### src/rtl/riscv_fetch_pkg.sv
// Shared types and constants for the riscv_fetch_unit slice.
// Optional misaligned-target trap enabled by FETCH_MISALIGN_TRAP_EN.
package riscv_fetch_pkg;

    localparam logic [31:0] NOP_INSTR        = 32'h0000_0013;
    localparam logic [31:0] RESET_PC_DEFAULT = 32'h0000_0000;

    typedef enum logic [2:0] {
        S_IDLE,
        S_REQ,
        S_WAIT,
        S_HOLD
`ifdef FETCH_MISALIGN_TRAP_EN
        ,
        S_FAULT
`endif
    } state_t;

endpackage

### src/rtl/riscv_fetch_unit_pc_next.sv
// Next-PC logic: PC+4 adder, branch/jump mux and target alignment.
// FETCH_MISALIGN_TRAP_EN flags misaligned targets instead of forcing alignment.
module riscv_pc_next (
    input  logic [31:0] pc,
    input  logic        pc_src,
    input  logic [31:0] pc_target,
    output logic [31:0] pc_plus4,
`ifdef FETCH_MISALIGN_TRAP_EN
    output logic        misaligned,
`endif
    output logic [31:0] pc_next
);

    logic [31:0] sel;

    assign pc_plus4 = pc + 32'd4;
    assign sel      = pc_src ? pc_target : pc_plus4;

`ifdef FETCH_MISALIGN_TRAP_EN
    assign misaligned = pc_src && (pc_target[1:0] != 2'b00);
    assign pc_next    = sel;
`else
    // Low bits of a jump target are dropped rather than trapped.
    assign pc_next    = sel & ~32'h3;
`endif

endmodule

### src/rtl/riscv_fetch_unit.sv
// Instruction fetch stage: PC, IR and req/gnt/rvalid handshake FSM.
// Optional sticky fetch_fault trap enabled by FETCH_MISALIGN_TRAP_EN.
module riscv_fetch_unit
    import riscv_fetch_pkg::*;
#(
    parameter logic [31:0] RESET_PC = RESET_PC_DEFAULT
) (
    input  logic        clk,
    input  logic        rst_n,
    output logic        imem_req,
    output logic [31:0] imem_addr,
    input  logic        imem_gnt,
    input  logic        imem_rvalid,
    input  logic [31:0] imem_rdata,
    output logic [31:0] instr,
    output logic        instr_valid,
    input  logic        instr_ready,
    output logic [6:0]  op,
    output logic [2:0]  funct3,
    output logic        funct7,
    input  logic        PCSrc,
    input  logic [31:0] PCTarget,
    output logic [31:0] PC,
`ifdef FETCH_MISALIGN_TRAP_EN
    output logic        fetch_fault,
`endif
    output logic [31:0] PCPlus4
);

    state_t      state_q;
    state_t      state_d;
    logic [31:0] pc_q;
    logic [31:0] ir_q;
    logic [31:0] pc_next;
    logic        retire;
    logic        bad_target;

    riscv_pc_next u_pc_next (
        .pc        (pc_q),
        .pc_src    (PCSrc),
        .pc_target (PCTarget),
        .pc_plus4  (PCPlus4),
`ifdef FETCH_MISALIGN_TRAP_EN
        .misaligned(bad_target),
`endif
        .pc_next   (pc_next)
    );

`ifndef FETCH_MISALIGN_TRAP_EN
    assign bad_target = 1'b0;
`endif

    assign retire = (state_q == S_HOLD) && instr_ready;

    always_ff @(posedge clk or negedge rst_n) begin
        if (!rst_n) begin
            state_q <= S_IDLE;
        end else begin
            state_q <= state_d;
        end
    end

    always_comb begin
        state_d = state_q;
        unique case (state_q)
            S_IDLE: state_d = S_REQ;
            S_REQ:  if (imem_gnt)    state_d = S_WAIT;
            S_WAIT: if (imem_rvalid) state_d = S_HOLD;
            S_HOLD: if (instr_ready) state_d = bad_target ? state_q : S_REQ;
`ifdef FETCH_MISALIGN_TRAP_EN
            S_FAULT: state_d = S_FAULT;
`endif
            default: state_d = S_IDLE;
        endcase
`ifdef FETCH_MISALIGN_TRAP_EN
        if (retire && bad_target) state_d = S_FAULT;
`endif
    end

    always_comb begin
        imem_req    = 1'b0;
        instr_valid = 1'b0;
`ifdef FETCH_MISALIGN_TRAP_EN
        fetch_fault = 1'b0;
`endif
        unique case (state_q)
            S_REQ:  imem_req    = 1'b1;
            S_HOLD: instr_valid = 1'b1;
`ifdef FETCH_MISALIGN_TRAP_EN
            // FAULT is only left by reset, so the flag is sticky.
            S_FAULT: fetch_fault = 1'b1;
`endif
            default: ;
        endcase
    end

    always_ff @(posedge clk or negedge rst_n) begin
        if (!rst_n) begin
            pc_q <= RESET_PC;
        end else if (retire && !bad_target) begin
            pc_q <= pc_next;
        end
    end

    always_ff @(posedge clk or negedge rst_n) begin
        if (!rst_n) begin
            ir_q <= NOP_INSTR;
        end else if ((state_q == S_WAIT) && imem_rvalid) begin
            ir_q <= imem_rdata;
        end
    end

    assign PC        = pc_q;
    assign imem_addr = pc_q;
    assign instr     = ir_q;
    assign op        = ir_q[6:0];
    assign funct3    = ir_q[14:12];
    assign funct7    = ir_q[30];

endmodule
### config.mk
export PLATFORM = sky130hd
export DESIGN_NAME = riscv_fetch_unit
export DESIGN_NICKNAME = d
export VERILOG_FILES = /design/src/rtl/riscv_fetch_pkg.sv /design/src/rtl/riscv_fetch_unit_pc_next.sv /design/src/rtl/riscv_fetch_unit.sv
export SDC_FILE = /design/constraint.sdc
export NUM_CORES = 1
export LEC_CHECK = 0
export CORE_ASPECT_RATIO = 0.8
export CORE_UTILIZATION = 37
export CTS_CLUSTER_SIZE = 12
export DETAILED_ROUTE_END_ITERATION = 6
export HOLD_SLACK_MARGIN = 0.12
export MAX_ROUTING_LAYER = met4
export PLACE_DENSITY = 0.78
export SLEW_MARGIN = 40
export SYNTH_ARGS = -nofsm -noshare
export SYNTH_HDL_FRONTEND = slang
export SYNTH_SLANG_ARGS = --single-unit
### constraint.sdc
create_clock -name clk -period 2.4 [get_ports clk]
set_clock_uncertainty 0.1 [all_clocks]
set_input_delay 0.72 -clock clk [delete_from_list [all_inputs] [get_ports clk]]
set_output_delay 0.72 -clock clk [all_outputs]
set_load 0.05 [all_outputs]
==> results, run 1 <==
- Across the run, the number of max-cap violations was 0.
- Counting flops with a built-in enable in the synthesized netlist gives 0.
- The routed design could run at a clock period as short as 2.876 ns.
- The synthesized design contains 64 register bits.
- The final reports fail on setup timing.
- For this run, asynchronously set or reset flops after synthesis account for 100.0%.
- The register area share after synthesis is between 30% and 40%.
- The flow ran to the end, but the final reports show violations.
- The initial utilization of the core area, before any placement, comes to a little under two fifths.
- For this run, the top clock speed supported by timing is 0.3478 GHz.
- The number of antenna diodes is 0.
- In this run the worst path has a maximum fanout of 6.
- The signal on the critical path passes through ha_4 -> nand4_1 -> nor4_4 -> buf_12 -> nand4_1 -> xnor2_4 -> buf_12.
- Setup repair after global routing could not meet its margin everywhere.
- The startpoint type of the worst setup path is a flop.
- The number of antenna violations at the first check in global routing was 0.
- The total number of clock tree sinks is 64.
- The number of warnings reported in the yosys synthesis log is 0.
- The depth of the worst register-to-register path is 7.
- The kind of cell adding the most delay to the critical path is simple AND/OR/NAND/NOR gates.
- After layout, the worst path uses 119.8% of the clock period.
- The total overflow reported by the global router is 0.
- Setup violations remaining at the end of the flow were counted as 27.
- The library cell used most frequently in the layout, excluding fill and tap cells, is buf_4.
- The mean instance size in the synthesized netlist is roughly 9.4 um2.
- The depth of the critical timing path with buffers and inverters included is 7.
- The largest single stage delay on the critical path is about 0.38 ns.
- The number of port buffers is 202.
- The first-pass GRT wire length is between 20000 and 25000 um.
- Synthesis handed over a netlist of roughly 450 instances.
- The worst slew margin relative to its limit is between 60% and 70%.
- For this block, the initial DRC count from the detailed router was roughly 300.
- The I/O pin count is roughly 210.
- The prevailing post-synth register cell is dfrtp_1.
- The routed via count is roughly 4400.
- Detailed placement ended at an HPWL of between 10000 and 15000 um.
- The number of distinct library cells after synthesis is 52.
- The reg-to-reg critical path endpoint is PC[30]$_DFFE_PN0P_.
- The share of layout cells above drive strength 1 is slightly above 50%.
- The vertical die dimension is just under 100 um.
- The final cell utilization of the core is about three quarters.
- The width of the die is 121.1 um.
- In the final design database the tool counted between 700 and 800 nets.
- The number of clock buffers inserted by TritonCTS is 9.
- The category of the worst setup path capture point is a primary output.
- At the pin with the least slew margin, the transition time is roughly 0.54 ns.
- The critical path contains buffers and inverters numbering 2 combined.
- The worst path arrival time is approximately 2.1 ns.
- The final-report hold violation count is 0.
- In this run the core area contains 34 standard-cell rows.
- The number of pins with negative max-slew slack in the final report is 0.
- The number of detailed-route iterations in the first pass is 4.
- The startpoint identified for the worst register-to-register timing path is PC[2]$_DFFE_PN0P_.
- The class of the worst hold path is in2async.
- The quantity of hold-fixing buffers added after cts is 0.
- The smallest setup slack after layout is -0.4756 ns.
- The via count of the first global-routing pass is about 4700.
- The detail-routed net length per standard cell is 18.49 um.
- Entering global routing, the biggest net connects just under 50 pins.
- The worst setup path is of the reg2out kind.
- After detailed routing, the number of vias per cell comes to between 5 and 6.
- The TritonCTS clock tree is built.
- In this run the worst setup path begins at PC[2]$_DFFE_PN0P_.
- The worst-case register-to-register setup slack is approximately 0.31 ns.
- Leaving out fill and tap cells, the most frequent cells in the layout are buf_4 (149), clkdlybuf4s50_1 (89), buf_12 (35).
- After clock tree synthesis, the clock-pin slew on the worst setup and hold paths is approximately 0.060 ns.
- The clock reaches the later pin of the worst-skew pair after 0.33 ns.
- Global routing used about 27% of the available tracks.
- For this run, design rule violations remaining after detail routing come to 0.
- The synthesized netlist occupies a cell area of approximately 4200 um2.
- The floorplan step defined a die boundary enclosing roughly 12000 um2.
- The capture point of the worst path is PCPlus4[30].
- In this run the deepest clock path goes through 2 buffers.
- The aggregate routed wire length is ~15000 um.
- Relative to the synthesized area, the layout overhead comes to 91.20%.
- The critical-path cell with the highest stage delay is dfrtp_2.
- The H-tree generated during clock tree synthesis spans 3 levels.
- Routability-driven placement finished with a final weighted congestion of around 0.85.
- Once detail routing completed, the nets flagged for antenna violations numbered 0.
- The region available for standard cell placement spans around 11000 um2.
- The clock root buffer master is clkbuf_16.
- At the worst endpoint, the required time is ~1.6 ns.
-- how the worst min path moves through the flow --
stage / depth (start not counted) / slack (ns) / endpoint
2_1_floorplan: 0 / 0.32 / PC[10]$_DFFE_PN0P_
6_report: 1 / 0.24 / PC[17]$_DFFE_PN0P_
5_1_grt: 1 / 0.25 / PC[17]$_DFFE_PN0P_
4_1_cts: 1 / 0.24 / PC[17]$_DFFE_PN0P_
3_3_place_gp: 1 / 0.39 / instr[16]$_DFFE_PN0P_
3_5_place_dp: 1 / 0.40 / instr[7]$_DFFE_PN0P_
-- per-layer routing --
layer	GRT usage, %	wire length, um
met3	9.214	1102
met4	7.787	267
met2	45.45	7881
met1	30.71	6074
met5	-	0
-- cells by family after synthesis --
kind of cell	share of synthesized area (%)
buf+inv	13.18
fa+ha+maj	1.193
flops	38.25
xor+xnor	5.844
simple gates	20.01
mux	9.332
compound gates	12.11
other cells	0.08936
-- flip-flops by register name (all words and copies together) (netlist names) --
signal and flops:
PC 30, instr 32, state_q 2
-- worst register-to-register path, cell delays in order, from the launching register on --
cell and delay, ns:
dfrtp_2 0.38, ha_4 0.14, nand4_1 0.16, nor4_4 0.26, buf_12 0.16, nand4_1 0.23, buf_4 0.23, mux2_1 0.31
-- cell usage after synthesis, types with 15 or more instances --
| library cell | number | share of area [%] |
|---|---|---|
| dfrtp_1 | 61 | 36 |
| nand3_1 | 26 | 3.1 |
| buf_4 | 52 | 9.3 |
| nand2_1 | 22 | 2.0 |
| a21oi_1 | 15 | 1.8 |
| mux2_2 | 32 | 8.6 |
| and3_1 | 17 | 2.5 |
| nor2_1 | 19 | 1.7 |
| o21ai_0 | 17 | 2.0 |
| xnor2_1 | 18 | 3.8 |
-- through the flow --
step / instance area [um2] / instances / setup TNS (ns) / setup WS (ns) / hold slack (ns)
after floorplan: 4900 / 450 / -4.641 / -0.3982 / 0.3244
after detailed placement: 7251 / 790 / -0.8762 / -0.1847 / 0.3979
final: 8024 / 829 / -8.373 / -0.4756 / 0.2425
after global placement: 7251 / 790 / -0.5035 / -0.1408 / 0.3888
after global routing: 8024 / 829 / -10.57 / -0.5819 / 0.2490
after CTS: 7925 / 824 / -8.305 / -0.4959 / 0.2425
-- timing repair --
| item | 4_1_cts | 5_1_grt |
|---|---|---|
| setup buffers | 20 | 7 |
| pin swaps | 25 | 15 |
| cloned | 2 | 0 |
| resized for setup | 36 | 15 |
| setup endpoints to repair | 28 | 35 |
-- cell type report --
type,instances,area [um2]
Sequential cell,64,1642
Timing Repair Buffer,298,2997
Clock buffer,10,239.0
Tap cell,144,180.2
Fill cell,752,2952
Inverter,13,48.80
Clock inverter,6,92.59
Multi-Input combinational cell,294,2825
Power of run 1 is left out: the tool's default activity adds up to more than one toggle a clock period on the data nets, which glitch-free logic cannot reach.
==> run 2, diff against run 1 <==
--- a/config.mk
+++ b/config.mk
@@ -7,7 +7,7 @@
 export LEC_CHECK = 0
 export CORE_ASPECT_RATIO = 0.8
 export CORE_UTILIZATION = 37
-export CTS_CLUSTER_SIZE = 12
+export CTS_CLUSTER_SIZE = 25
 export DETAILED_ROUTE_END_ITERATION = 6
 export HOLD_SLACK_MARGIN = 0.12
 export MAX_ROUTING_LAYER = met4
==> constraint.sdc (replaced) <==
create_clock -name clk -period 2.4 [get_ports clk]
set_clock_uncertainty 0.1 [all_clocks]
set_input_delay 0.72 -clock clk [delete_from_list [all_inputs] [get_ports clk]]
set_output_delay 0.72 -clock clk [all_outputs]
set_load 0.1 [all_outputs]
==> results, run 2 (synthesis gave the netlist of run 1 again) <==
- The run finished, with violations left.
- The checks that failed: setup timing.
- The vertical die dimension is 97.26 um (unchanged).
- The number of detailed-route iterations in the first pass came to 4 (unchanged).
- Setup repair after global routing could not meet its margin everywhere.
- The minimum setup slack after placement came to -0.2752 ns (-0.09042 ns).
- The number of antenna diodes is 0 (unchanged).
- The quantity of hold-fixing buffers added after cts is 0 (unchanged).
- The smallest setup slack after layout is -0.5978 ns (-0.1222 ns).
- The aggregate routed wire length came to 15510 um (+1.2%).
- STA classifies the critical path endpoint as a primary output.
- The I/O pin count is 211 (unchanged).
- The detail-routed net length per standard cell is 18.66 um (+0.92%).
- The number of clock buffers inserted by TritonCTS came to 9 (unchanged).
- The area of the core is 10980 um2 (unchanged).
- The final hold slack is 0.2138 ns (-0.02864 ns).
- The pin count of the biggest net entering global routing is 38 (-22%).
- The routed via count is 4494 (+1.4%).
- The effective utilization at floorplan is 38.24% (unchanged).
- The number of maximum-capacitance constraint violations is 0 (unchanged).
- The share of layout cells above drive strength 1 was 55.46% (+4.5 points).
- The number of DRC markers after the initial detailed-route iteration is 275 (-7.4%).
- The maximum buffer depth of the clock tree came to 2 (unchanged).
- The final estimated routing congestion in global placement was 0.8636 (+1.4%).
- The final-report hold violation count is 0 (unchanged).
- The number of port buffers is 202 (unchanged).
- The worst slew margin relative to its limit is 66.15% (+2.5 points).
- The slew at the pin closest to its max-slew limit is 0.5077 ns (-0.03553 ns).
- The total overflow reported by the global router is 0 (unchanged).
- The type of the worst setup path is reg2out.
- The minimum clock period is 2.998 ns (+0.1222 ns).
- The area of the die is 11770 um2 (unchanged).
- The data required time of the worst path came to 1.58 ns (about the same).
- The via count normalized by instance count was 5.408 (+1.2%).
- The worst-case register-to-register setup slack is 0.25 ns (-0.06 ns).
- The clock root buffer master is clkbuf_16.
- The first-pass GRT wire length is 24810 um (+3.4%).
- The insertion delay to the later sink of the worst-skew pair came to 0.32 ns (about the same).
- The count of antenna-violating nets left after detailed routing is 0 (unchanged).
- The path class of the tightest hold or removal check is in2async.
- The clock-pin slew reported for the worst setup and hold paths after clock tree synthesis is 0.06 ns (about the same).
- The final cell utilization of the core came to 80.53% (+7.4 points).
- The area growth from synthesis to layout is 110.6%.
- The TritonCTS clock tree is built.
- The HPWL after detailed placement is 11260 um (+1.2%).
- The final layout net count is 756 (+0.27%).
- The maximum clock frequency is 0.3336 GHz (-4.1%).
- The reg-to-reg critical path endpoint is PC[30]$_DFFE_PN0P_.
- The worst setup path is launched from a flop.
- The number of pins with negative max-slew slack in the final report is 0 (unchanged).
- The total global routing track utilization came to 27.55% (+0.38 points).
- The number of antenna violations at the first check in global routing is 0 (unchanged).
- In this run the critical register-to-register path is launched from PC[3]$_DFFE_PN0P_.
- The most common cell after layout, fill and taps aside is buf_4.
- The count of unresolved DRC violations after routing is 0 (unchanged).
- The setup-violating endpoint count in the final report was 28 (+3.7%).
- The total number of clock tree sinks was 64 (unchanged).
- The depth of the worst register-to-register path came to 7 (unchanged).
- The peak fanout along the critical path is 2 (-4).
- The via count of the first global-routing pass is 4758 (+1.6%).
- The count of H-tree levels built during CTS is 3 (unchanged).
- The top cell types in the final layout, fill and taps aside, are buf_4 (118), buf_12 (105), clkdlybuf4s50_1 (65).
- The worst path arrival time is 2.18 ns (+0.12 ns).
- The flip-flop count of the largest register after layout is 32 (unchanged).
- The fraction of the cycle the final worst path needs is 124.9% (+5.1 points).
- The width of the die is 121.1 um (unchanged).
- The floorplan row count came to 34 (unchanged).
run 2: worst max-delay path by stage:
stage,cells past startpoint,to,startpoint
2_1_floorplan,6,PCPlus4[22],PC[2]$_DFFE_PN0P_
4_1_cts,7,PCPlus4[30],PC[2]$_DFFE_PN0P_
3_3_place_gp,7,PCPlus4[30],PC[2]$_DFFE_PN0P_
5_1_grt,7,PCPlus4[30],PC[3]$_DFFE_PN0P_
3_5_place_dp,7,PCPlus4[30],PC[2]$_DFFE_PN0P_
6_report,8,PCPlus4[26],PC[3]$_DFFE_PN0P_
run 2: repair_timing:
| item | CTS | global route |
|---|---|---|
| setup buffers | 9 | 13 |
| setup endpoints to repair | 28 | 28 |
| pin swaps | 9 | 7 |
| resized for setup | 21 | 11 |
run 2: critical path: stages, from the launching register on:
cell and delay, ns:
dfrtp_4 0.43, ha_4 0.14, buf_4 0.10, buf_6 0.08, and4_4 0.23, nand4_4 0.08
or3_4 0.38, xnor2_4 0.21, buf_12 0.20
run 2: area by class of cell:
| cell class | instances | area [um2] |
|---|---|---|
| timing repair buffer | 300 | 3761 |
| multi-input combinational | 294 | 2793 |
| fill | 606 | 2137 |
| sequential | 64 | 1702 |
| clock buffer | 10 | 239.0 |
| tap | 144 | 180.2 |
| clock inverter | 6 | 115.1 |
| inverter | 13 | 48.80 |
run 2: per-layer routing:
metal	part of all wire, %	GRT usage, %
met2	54	48.57
met5	0	-
met4	2.2	8.737
met3	5.3	3.756
met1	38	32.26
run 2: metrics by stage:
stage	setup TNS, ns	area, um2	cells
after floorplan	-14.29	4991	450
after global placement	-1.925	8187	796
after detailed placement	-2.727	8187	796
after CTS	-10.78	8726	821
after global routing	-13.71	8838	831
final	-11.53	8838	831
Power of run 2 is left out for the same reason.
